===== src/rtl/parking_pkg.sv =====
// Shared definitions for the parking gate controller: gate state encodings
// and the role constants used to specialise each gate instance.
package parking_pkg;

  localparam logic [2:0] ST_IDLE    = 3'd0;
  localparam logic [2:0] ST_CHECK   = 3'd1;
  localparam logic [2:0] ST_DENY    = 3'd2;
  localparam logic [2:0] ST_OPEN    = 3'd3;
  localparam logic [2:0] ST_PASSING = 3'd4;
  localparam logic [2:0] ST_CLOSE   = 3'd5;

  typedef enum logic [2:0] {
    S_IDLE    = ST_IDLE,
    S_CHECK   = ST_CHECK,
    S_DENY    = ST_DENY,
    S_OPEN    = ST_OPEN,
    S_PASSING = ST_PASSING,
    S_CLOSE   = ST_CLOSE
  } gate_state_e;

  localparam bit GATE_ENTRY = 1'b1;
  localparam bit GATE_EXIT  = 1'b0;

endpackage


===== src/rtl/parking_gate_fsm.sv =====
// One barrier gate: input synchronizers, gate FSM and open timeout counter.
//
// state   | meaning
// --------+-------------------------------------------------------------
// IDLE    | barrier down, waiting for a rising arrive
// CHECK   | one cycle; entry gate inspects the vacancy flag
// DENY    | entry only: lot full for this car class, polling vacancy
// OPEN    | barrier up, waiting for pass or the open timeout
// PASSING | barrier up, car on the pass loop; event on pass falling
// CLOSE   | barrier down, waiting for both loops to clear
module parking_gate_fsm
  import parking_pkg::*;
#(
  parameter bit IS_ENTRY     = GATE_ENTRY,
  parameter int OPEN_TIMEOUT = 200,
  parameter int CNT_W        = 8
) (
  input  logic clk_i,
  input  logic rst_i,
  input  logic arrive_i,
  input  logic uni_i,
  input  logic pass_i,
  input  logic vacancy_i,
  output logic barrier_o,
  output logic denied_o,
  output logic uni_o,
  output logic event_req_o
);

  localparam logic [CNT_W-1:0] CNT_LAST = CNT_W'(OPEN_TIMEOUT - 1);

  logic [2:0]       sync1_q, sync2_q;
  logic             arrive_prev_q;
  logic             arrive_s, uni_s, pass_s;
  gate_state_e      state_q, state_d;
  logic [CNT_W-1:0] cnt_q, cnt_d;
  logic             uni_q, uni_d;
  logic             req;

  assign arrive_s = sync2_q[2];
  assign uni_s    = sync2_q[1];
  assign pass_s   = sync2_q[0];

  // Two-flop synchronizers for the field levels, plus arrive history for edge detect.
  always_ff @(posedge clk_i or posedge rst_i) begin
    if (rst_i) begin
      sync1_q       <= '0;
      sync2_q       <= '0;
      arrive_prev_q <= 1'b0;
    end else begin
      sync1_q       <= {arrive_i, uni_i, pass_i};
      sync2_q       <= sync1_q;
      arrive_prev_q <= arrive_s;
    end
  end

  // State, timeout counter and latched car class.
  always_ff @(posedge clk_i or posedge rst_i) begin
    if (rst_i) begin
      state_q <= S_IDLE;
      cnt_q   <= '0;
      uni_q   <= 1'b0;
    end else begin
      state_q <= state_d;
      cnt_q   <= cnt_d;
      uni_q   <= uni_d;
    end
  end

  // Next-state logic; counter only runs while OPEN and is cleared elsewhere.
  always_comb begin
    state_d = state_q;
    cnt_d   = '0;
    uni_d   = uni_q;
    req     = 1'b0;
    case (state_q)
      S_IDLE: begin
        if (arrive_s && !arrive_prev_q) begin
          uni_d   = uni_s;
          state_d = S_CHECK;
        end
      end
      S_CHECK: begin
        if (!IS_ENTRY || vacancy_i) state_d = S_OPEN;
        else                        state_d = S_DENY;
      end
      S_DENY: begin
        if (!arrive_s)      state_d = S_IDLE;
        else if (vacancy_i) state_d = S_OPEN;
      end
      S_OPEN: begin
        cnt_d = cnt_q + CNT_W'(1);
        if (pass_s)                 state_d = S_PASSING;
        else if (cnt_q == CNT_LAST) state_d = S_CLOSE;
      end
      S_PASSING: begin
        if (!pass_s) begin
          req     = 1'b1;
          state_d = S_CLOSE;
        end
      end
      S_CLOSE: begin
        if (!arrive_s && !pass_s) state_d = S_IDLE;
      end
      default: state_d = S_IDLE;
    endcase
  end

  assign barrier_o   = (state_q == S_OPEN) || (state_q == S_PASSING);
  assign denied_o    = (state_q == S_DENY);
  assign uni_o       = uni_q;
  assign event_req_o = req;

endmodule


===== src/rtl/parking_gate_ctrl.sv =====
// Entry/exit barrier controller feeding car events to the occupancy counter.
// Holds the vacancy mux and the exit-first event arbiter.
module parking_gate_ctrl
  import parking_pkg::*;
#(
  parameter int OPEN_TIMEOUT = 200,
  parameter int CNT_W        = 8
) (
  input  logic clk,
  input  logic start,
  input  logic ent_arrive,
  input  logic ent_uni,
  input  logic ent_pass,
  input  logic ext_arrive,
  input  logic ext_uni,
  input  logic ext_pass,
  input  logic uni_is_vacated_space,
  input  logic is_vacated_space,
  output logic ent_barrier_open,
  output logic ext_barrier_open,
  output logic ent_denied,
  output logic car_entered,
  output logic is_uni_car_entered,
  output logic car_exited,
  output logic is_uni_car_exited
);

  logic ent_vac, ent_uni_w, ext_uni_w, ent_req, ext_req;
  logic ent_den_w, ext_den_w;
  logic ent_fire, pend_d, pend_q;
  logic car_entered_q, uni_entered_q, car_exited_q, uni_exited_q;

  assign ent_vac = ent_uni_w ? uni_is_vacated_space : is_vacated_space;

  parking_gate_fsm #(.IS_ENTRY(GATE_ENTRY), .OPEN_TIMEOUT(OPEN_TIMEOUT), .CNT_W(CNT_W)) u_ent (
    .clk_i(clk), .rst_i(start),
    .arrive_i(ent_arrive), .uni_i(ent_uni), .pass_i(ent_pass), .vacancy_i(ent_vac),
    .barrier_o(ent_barrier_open), .denied_o(ent_den_w), .uni_o(ent_uni_w), .event_req_o(ent_req)
  );

  parking_gate_fsm #(.IS_ENTRY(GATE_EXIT), .OPEN_TIMEOUT(OPEN_TIMEOUT), .CNT_W(CNT_W)) u_ext (
    .clk_i(clk), .rst_i(start),
    .arrive_i(ext_arrive), .uni_i(ext_uni), .pass_i(ext_pass), .vacancy_i(1'b1),
    .barrier_o(ext_barrier_open), .denied_o(ext_den_w), .uni_o(ext_uni_w), .event_req_o(ext_req)
  );

  // The exit gate never reaches DENY, so this is effectively the entry flag.
  assign ent_denied = ent_den_w | ext_den_w;

  // Exit wins a same-cycle collision; the entry request waits one cycle.
  always_comb begin
    ent_fire = !ext_req && (pend_q || ent_req);
    pend_d   = ext_req && (pend_q || ent_req);
  end

  // Registered event pulses; tags are forced low outside the pulse.
  always_ff @(posedge clk or posedge start) begin
    if (start) begin
      pend_q        <= 1'b0;
      car_entered_q <= 1'b0;
      uni_entered_q <= 1'b0;
      car_exited_q  <= 1'b0;
      uni_exited_q  <= 1'b0;
    end else begin
      pend_q        <= pend_d;
      car_entered_q <= ent_fire;
      uni_entered_q <= ent_fire & ent_uni_w;
      car_exited_q  <= ext_req;
      uni_exited_q  <= ext_req & ext_uni_w;
    end
  end

  assign car_entered        = car_entered_q;
  assign is_uni_car_entered = uni_entered_q;
  assign car_exited         = car_exited_q;
  assign is_uni_car_exited  = uni_exited_q;

endmodule

===== config.mk =====
export PLATFORM = sky130hd
export DESIGN_NAME = parking_gate_ctrl
export DESIGN_NICKNAME = d
export VERILOG_FILES = /design/src/rtl/parking_pkg.sv /design/src/rtl/parking_gate_fsm.sv /design/src/rtl/parking_gate_ctrl.sv
export SDC_FILE = /design/constraint.sdc
export NUM_CORES = 1
export LEC_CHECK = 0
export BUFFER_PORTS_ARGS = -buffer_cell sky130_fd_sc_hd__buf_2
export CAP_MARGIN = 10
export CORE_MARGIN = 2
export CORE_UTILIZATION = 50
export DETAILED_ROUTE_END_ITERATION = 6
export PLACE_DENSITY = 0.72
export SETUP_SLACK_MARGIN = 0.5
export SYNTH_ARGS = -nofsm -noshare
export SYNTH_HDL_FRONTEND = slang
export SYNTH_HIERARCHICAL = 1
export SYNTH_SLANG_ARGS = --single-unit

===== constraint.sdc =====
create_clock -name clk -period 1.5 [get_ports clk]
set_input_delay 0.15 -clock clk [delete_from_list [all_inputs] [get_ports clk]]
set_output_delay 0.15 -clock clk [all_outputs]
set_load 0.03 [all_outputs]

==> run_summary.xml <==
<?xml version="1.0" encoding="UTF-8"?>
<metrics>
  <group name="sta">
    <metric name="final_min_period_over_clock_period" unit="%">105</metric>
    <metric name="final-setup-viol-count" unit="">1</metric>
    <metric name="finalMaxSlewViolations" unit="">0</metric>
    <metric name="finalWorstSetupSlack" unit="ps">-72.8</metric>
    <metric name="final.setup_skew" unit="ps">11.9</metric>
    <metric name="timing.final.hold_violations" unit="">0</metric>
    <metric name="fin_crit" unit="ps">1570</metric>
    <metric name="unrepaired_setup_endpoints_after_global_routing" unit="">yes</metric>
    <metric name="fmax" unit="MHz">636</metric>
  </group>
  <group name="clocking">
    <metric name="clk_latency" unit="ps">350</metric>
    <metric name="cts_tree" unit="">done</metric>
    <metric name="cts.htree.levels" unit="">2</metric>
    <metric name="numCtsBuffers" unit="">5</metric>
    <metric name="tritoncts_num_sinks" unit="">43</metric>
    <metric name="clk_transition_reported_paths" unit="ps">120</metric>
    <metric name="clock_path_buffers" unit="">2</metric>
    <metric name="cts.root.buffer_cell" unit="">sky130_fd_sc_hd__clkbuf_4</metric>
  </group>
  <group name="yosys">
    <metric name="synth_top_cell_area_share" unit="%">59.8</metric>
    <metric name="leading_post_synthesis_cells_by_cell_area" unit="">sky130_fd_sc_hd__dfrtp_1, sky130_fd_sc_hd__nor2_1, sky130_fd_sc_hd__o21ai_0</metric>
    <metric name="synth-edff-count" unit="">0</metric>
    <metric name="yosys_most_used_dff" unit="">sky130_fd_sc_hd__dfrtp_1</metric>
    <metric name="yosysMostFrequentCell" unit="">sky130_fd_sc_hd__dfrtp_1</metric>
    <metric name="ys.warnings.count" unit="">6</metric>
    <metric name="synth.cell_area" unit="sq um">1800</metric>
    <metric name="ys_ff_latch" unit="">43</metric>
    <metric name="synth_nets" unit="">170</metric>
    <metric name="syn_inst" unit="">158</metric>
    <metric name="synthTopCellsByCount" unit="">sky130_fd_sc_hd__dfrtp_1, sky130_fd_sc_hd__nor2_1, sky130_fd_sc_hd__o21ai_0</metric>
    <metric name="synth_top_cell_by_area" unit="">sky130_fd_sc_hd__dfrtp_1</metric>
    <metric name="sequential_fraction_of_the_synthesis_area" unit="%">59.8</metric>
    <metric name="post_synth.cell_area_avg" unit="sq um">11.4</metric>
    <metric name="synth.distinct_cells" unit="">42</metric>
    <metric name="synthArstFlopShare" unit="%">100</metric>
  </group>
  <group name="setup_path">
    <metric name="crit-reg2reg-launch" unit="">u_ext/state_q[1]</metric>
    <metric name="critPathMostFrequentCell" unit="">sky130_fd_sc_hd__buf_6</metric>
    <metric name="path_buf_inv" unit="">2</metric>
    <metric name="worst_r2r_endpoint" unit="">u_ext/uni_o</metric>
    <metric name="critPathArrivalTime" unit="ps">1420</metric>
    <metric name="top_cell_family_by_delay_on_the_critical_path" unit="">flip-flops</metric>
    <metric name="critPathMaxFanout" unit="">6</metric>
    <metric name="crit_chain" unit="">buf_6 &gt; or2b_1 &gt; o21ai_2 &gt; buf_6</metric>
    <metric name="reg2reg_depth" unit="">6</metric>
    <metric name="rrSetupSlack" unit="ps">60</metric>
    <metric name="cp-end-kind" unit="">output pin</metric>
    <metric name="kind_of_critical_path" unit="">reg2out</metric>
    <metric name="worst_path_max_delay_cell" unit="">sky130_fd_sc_hd__dfrtp_1</metric>
    <metric name="required" unit="ps">1350</metric>
    <metric name="critical_path.max_stage_delay" unit="ps">390</metric>
    <metric name="critPathLaunchType" unit="">flip-flop</metric>
  </group>
  <group name="floorplanning">
    <metric name="core_area" unit="sq um">3390</metric>
    <metric name="die_w" unit="um">64.0</metric>
    <metric name="start_util" unit="%">53.1</metric>
    <metric name="die_outline_height" unit="um">64.0</metric>
    <metric name="core.rowCount" unit="">21</metric>
    <metric name="area_of_the_die" unit="sq um">4090</metric>
    <metric name="ioPinCount" unit="">17</metric>
  </group>
  <group name="power_and_ir_drop">
    <metric name="pwr-share-seq" unit="%">33.8</metric>
    <metric name="cellPowerDensity" unit="nW/um^2">1540</metric>
    <metric name="power.share.combinational" unit="%">50.5</metric>
    <metric name="p_clk_share" unit="%">15.7</metric>
    <metric name="proportion_of_total_power_due_to_net_switching" unit="%">35.0</metric>
    <metric name="p_int" unit="W">0.00296</metric>
    <metric name="vdd_drop_max" unit="mV">1.21</metric>
    <metric name="leakagePower" unit="nW">1.28</metric>
    <metric name="netSwitchingPower" unit="W">0.00159</metric>
  </group>
  <group name="cells_and_area">
    <metric name="insertedDiodeCount" unit="">0</metric>
    <metric name="filler_cell_count" unit="">140</metric>
    <metric name="drive_above_1_share" unit="%">61.1</metric>
    <metric name="area_growth" unit="%">64.0</metric>
    <metric name="post_route_standard_cell_area_excluding_fillers" unit="sq um">2950</metric>
    <metric name="final_nets" unit="">245</metric>
  </group>
  <group name="global_routing">
    <metric name="grt_start_max_net_pins" unit="">20</metric>
    <metric name="total_routing_usage_gr" unit="%">22.5</metric>
    <metric name="antenna_violations_before_repair" unit="">0</metric>
    <metric name="number_of_global_route_vias_before_repair" unit="">1528</metric>
    <metric name="wire_length_of_the_first_global_routing_pass" unit="um">6970</metric>
    <metric name="grt_remaining_overflow" unit="">0</metric>
  </group>
  <group name="run_status">
    <metric name="result_of_the_run" unit="">finished, violations left</metric>
    <metric name="violations" unit="">setup timing</metric>
  </group>
  <group name="drt">
    <metric name="drt-initial-drc-count" unit="">135</metric>
    <metric name="firstDrtPassIters" unit="">4</metric>
    <metric name="detailroute.via_count" unit="">1594</metric>
    <metric name="drt_wl_total" unit="um">5360</metric>
    <metric name="routedWlPerCell" unit="um">19.1</metric>
    <metric name="detail_route.drc_violations" unit="">0</metric>
    <metric name="ant_nets" unit="">0</metric>
    <metric name="via_per_inst" unit="">5.69</metric>
  </group>
  <group name="placed_design">
    <metric name="preCtsSetupSlack" unit="ps">160</metric>
    <metric name="placed_area" unit="sq um">2040</metric>
    <metric name="numPortBuffers" unit="">16</metric>
    <metric name="gp_congestion" unit="">0.802</metric>
    <metric name="detailed_place_hpwl" unit="um">2240</metric>
  </group>
  <group name="run">
    <metric name="maxCapViolCount" unit="">0</metric>
  </group>
  <group name="min_path">
    <metric name="worst_hold_path_type" unit="">in2async</metric>
  </group>
</metrics>
## repair_timing
item                       CTS  global route
gates resized for setup     55            54
setup endpoints to repair   35            36
cloned                       0             0
hold buffers                 7             0
pin swaps                   10            14
hold endpoints to repair    41             0
buffers inserted            27            17
## layer usage
metal	track usage [%]	share of wire (%)	up-vias
li1	-	-	703
met1	26.6	40	831
met2	37.9	54	45
met3	7.22	3.4	15
met4	8.70	2.2	0
met5	0	0	-
## power groups by stage
stage | Clock, W | Combinational [W] | Sequential (W)
floorplan | 0 | 0.000908 | 0.00147
global placement | 0 | 0.000928 | 0.00158
detailed placement | 0 | 0.000964 | 0.00160
CTS | 0.000718 | 0.00168 | 0.00152
global route | 0.000784 | 0.00239 | 0.00155
finish | 0.000713 | 0.00230 | 0.00154
## registers in the layout, summed over array words and instances (netlist names)
register / cells
u_ent/state_q: 3
is_uni_car_entered: 1
u_ent/sync2_q: 3
u_ext/sync1_q: 3
u_ent/uni_o: 1
is_uni_car_exited: 1
car_entered: 1
car_exited: 1
u_ext/state_q: 3
u_ent/cnt_q: 8
u_ext/uni_o: 1
u_ext/arrive_prev_q: 1
u_ent/arrive_prev_q: 1
u_ent/sync1_q: 3
pend_q: 1
u_ext/cnt_q: 8
u_ext/sync2_q: 3
## cell families (layout without fill, tap and decap cells)
kind of cell	count (synthesis)	count (layout)	synth area share (%)
AND/OR/NAND/NOR	62	62	19.8
adder cells (fa/ha/maj)	2	2	1.39
multiplexers	4	4	2.71
flip-flops	43	43	59.8
AO/OA/AOI/OAI	31	31	11.1
other	1	1	0.208
XOR/XNOR	6	6	2.92
buffers and inverters	9	85	2.02
## worst max path at each step
stage                                   start                to  slack, ps  cells past startpoint
final                        u_ent/state_q[2]  ent_barrier_open        -70                      4
after floorplan              u_ent/state_q[2]       u_ent/uni_o        140                      3
after detailed placement  u_ent/arrive_prev_q       u_ent/uni_o        160                      3
after global placement    u_ent/arrive_prev_q       u_ent/uni_o        190                      3
after global routing         u_ent/state_q[2]  ent_barrier_open       -130                      4
after CTS                    u_ent/state_q[2]  ent_barrier_open        -20                      4
## worst min-delay path: stages
cell and delay [ps]:
sky130_fd_sc_hd__dlygate4sd3_1 540, sky130_fd_sc_hd__buf_2 140, sky130_fd_sc_hd__inv_1 190
## cells in the final DEF (no fill, tap or decap), types with 2 or more instances in the layout
master / synthesis / final
sky130_fd_sc_hd__nor2_1: 14 / 3
sky130_fd_sc_hd__nor2b_4: 0 / 2
sky130_fd_sc_hd__buf_4: 0 / 22
sky130_fd_sc_hd__nor2_2: 0 / 6
sky130_fd_sc_hd__nor2b_2: 0 / 2
sky130_fd_sc_hd__o21ai_4: 0 / 2
sky130_fd_sc_hd__nor2b_1: 6 / 2
sky130_fd_sc_hd__nand4_1: 4 / 4
sky130_fd_sc_hd__dlygate4sd3_1: 0 / 7
sky130_fd_sc_hd__a211o_1: 2 / 2
sky130_fd_sc_hd__nand2_1: 6 / 3
sky130_fd_sc_hd__o21ai_0: 10 / 7
sky130_fd_sc_hd__mux2_4: 1 / 4
sky130_fd_sc_hd__or3_1: 7 / 4
sky130_fd_sc_hd__nor3b_2: 1 / 2
sky130_fd_sc_hd__or3_4: 0 / 3
sky130_fd_sc_hd__clkbuf_1: 2 / 2
sky130_fd_sc_hd__and2_4: 0 / 3
sky130_fd_sc_hd__xor2_1: 4 / 3
sky130_fd_sc_hd__or2b_1: 2 / 2
sky130_fd_sc_hd__nor3b_4: 0 / 2
sky130_fd_sc_hd__a21oi_2: 0 / 7
sky130_fd_sc_hd__nand2_2: 0 / 3
sky130_fd_sc_hd__nor2_4: 0 / 5
sky130_fd_sc_hd__inv_1: 5 / 5
sky130_fd_sc_hd__buf_6: 0 / 33
sky130_fd_sc_hd__nand3_1: 5 / 2
sky130_fd_sc_hd__dfrtp_2: 0 / 10
sky130_fd_sc_hd__buf_2: 1 / 9
sky130_fd_sc_hd__clkbuf_4: 0 / 5
sky130_fd_sc_hd__nand3_4: 0 / 3
sky130_fd_sc_hd__a21oi_1: 9 / 2
sky130_fd_sc_hd__dfrtp_1: 43 / 33
## through the flow
| step | total power [W] | instances | TNS (ps) | hold slack, ps | util (%) |
|---|---|---|---|---|---|
| 2_1_floorplan | 0.00238 | 158 | 0 | -71.5 | - |
| 3_3_place_gp | 0.00251 | 221 | 0 | 65.3 | 60.3 |
| 3_5_place_dp | 0.00257 | 221 | 0 | 82.5 | 60.3 |
| 4_1_cts | 0.00391 | 263 | -25.5 | 247 | 77.0 |
| 5_1_grt | 0.00472 | 280 | -163 | 276 | 87.1 |
| 6_report | 0.00455 | 280 | -72.8 | 277 | 87.1 |
## final cells by class
type | count | area [sq um] | area share [%]
repair buffers | 72 | 672 | 22.8
well taps | 46 | 57.6 | 1.95
clock inverters | 1 | 30.0 | 1.02
flip-flops and latches | 43 | 1090 | 36.9
inverters | 5 | 18.8 | 0.636
clock buffers | 7 | 45.0 | 1.53
multi-input cells | 106 | 1040 | 35.2
No activity file was read; power rests on OpenSTA's default activity.
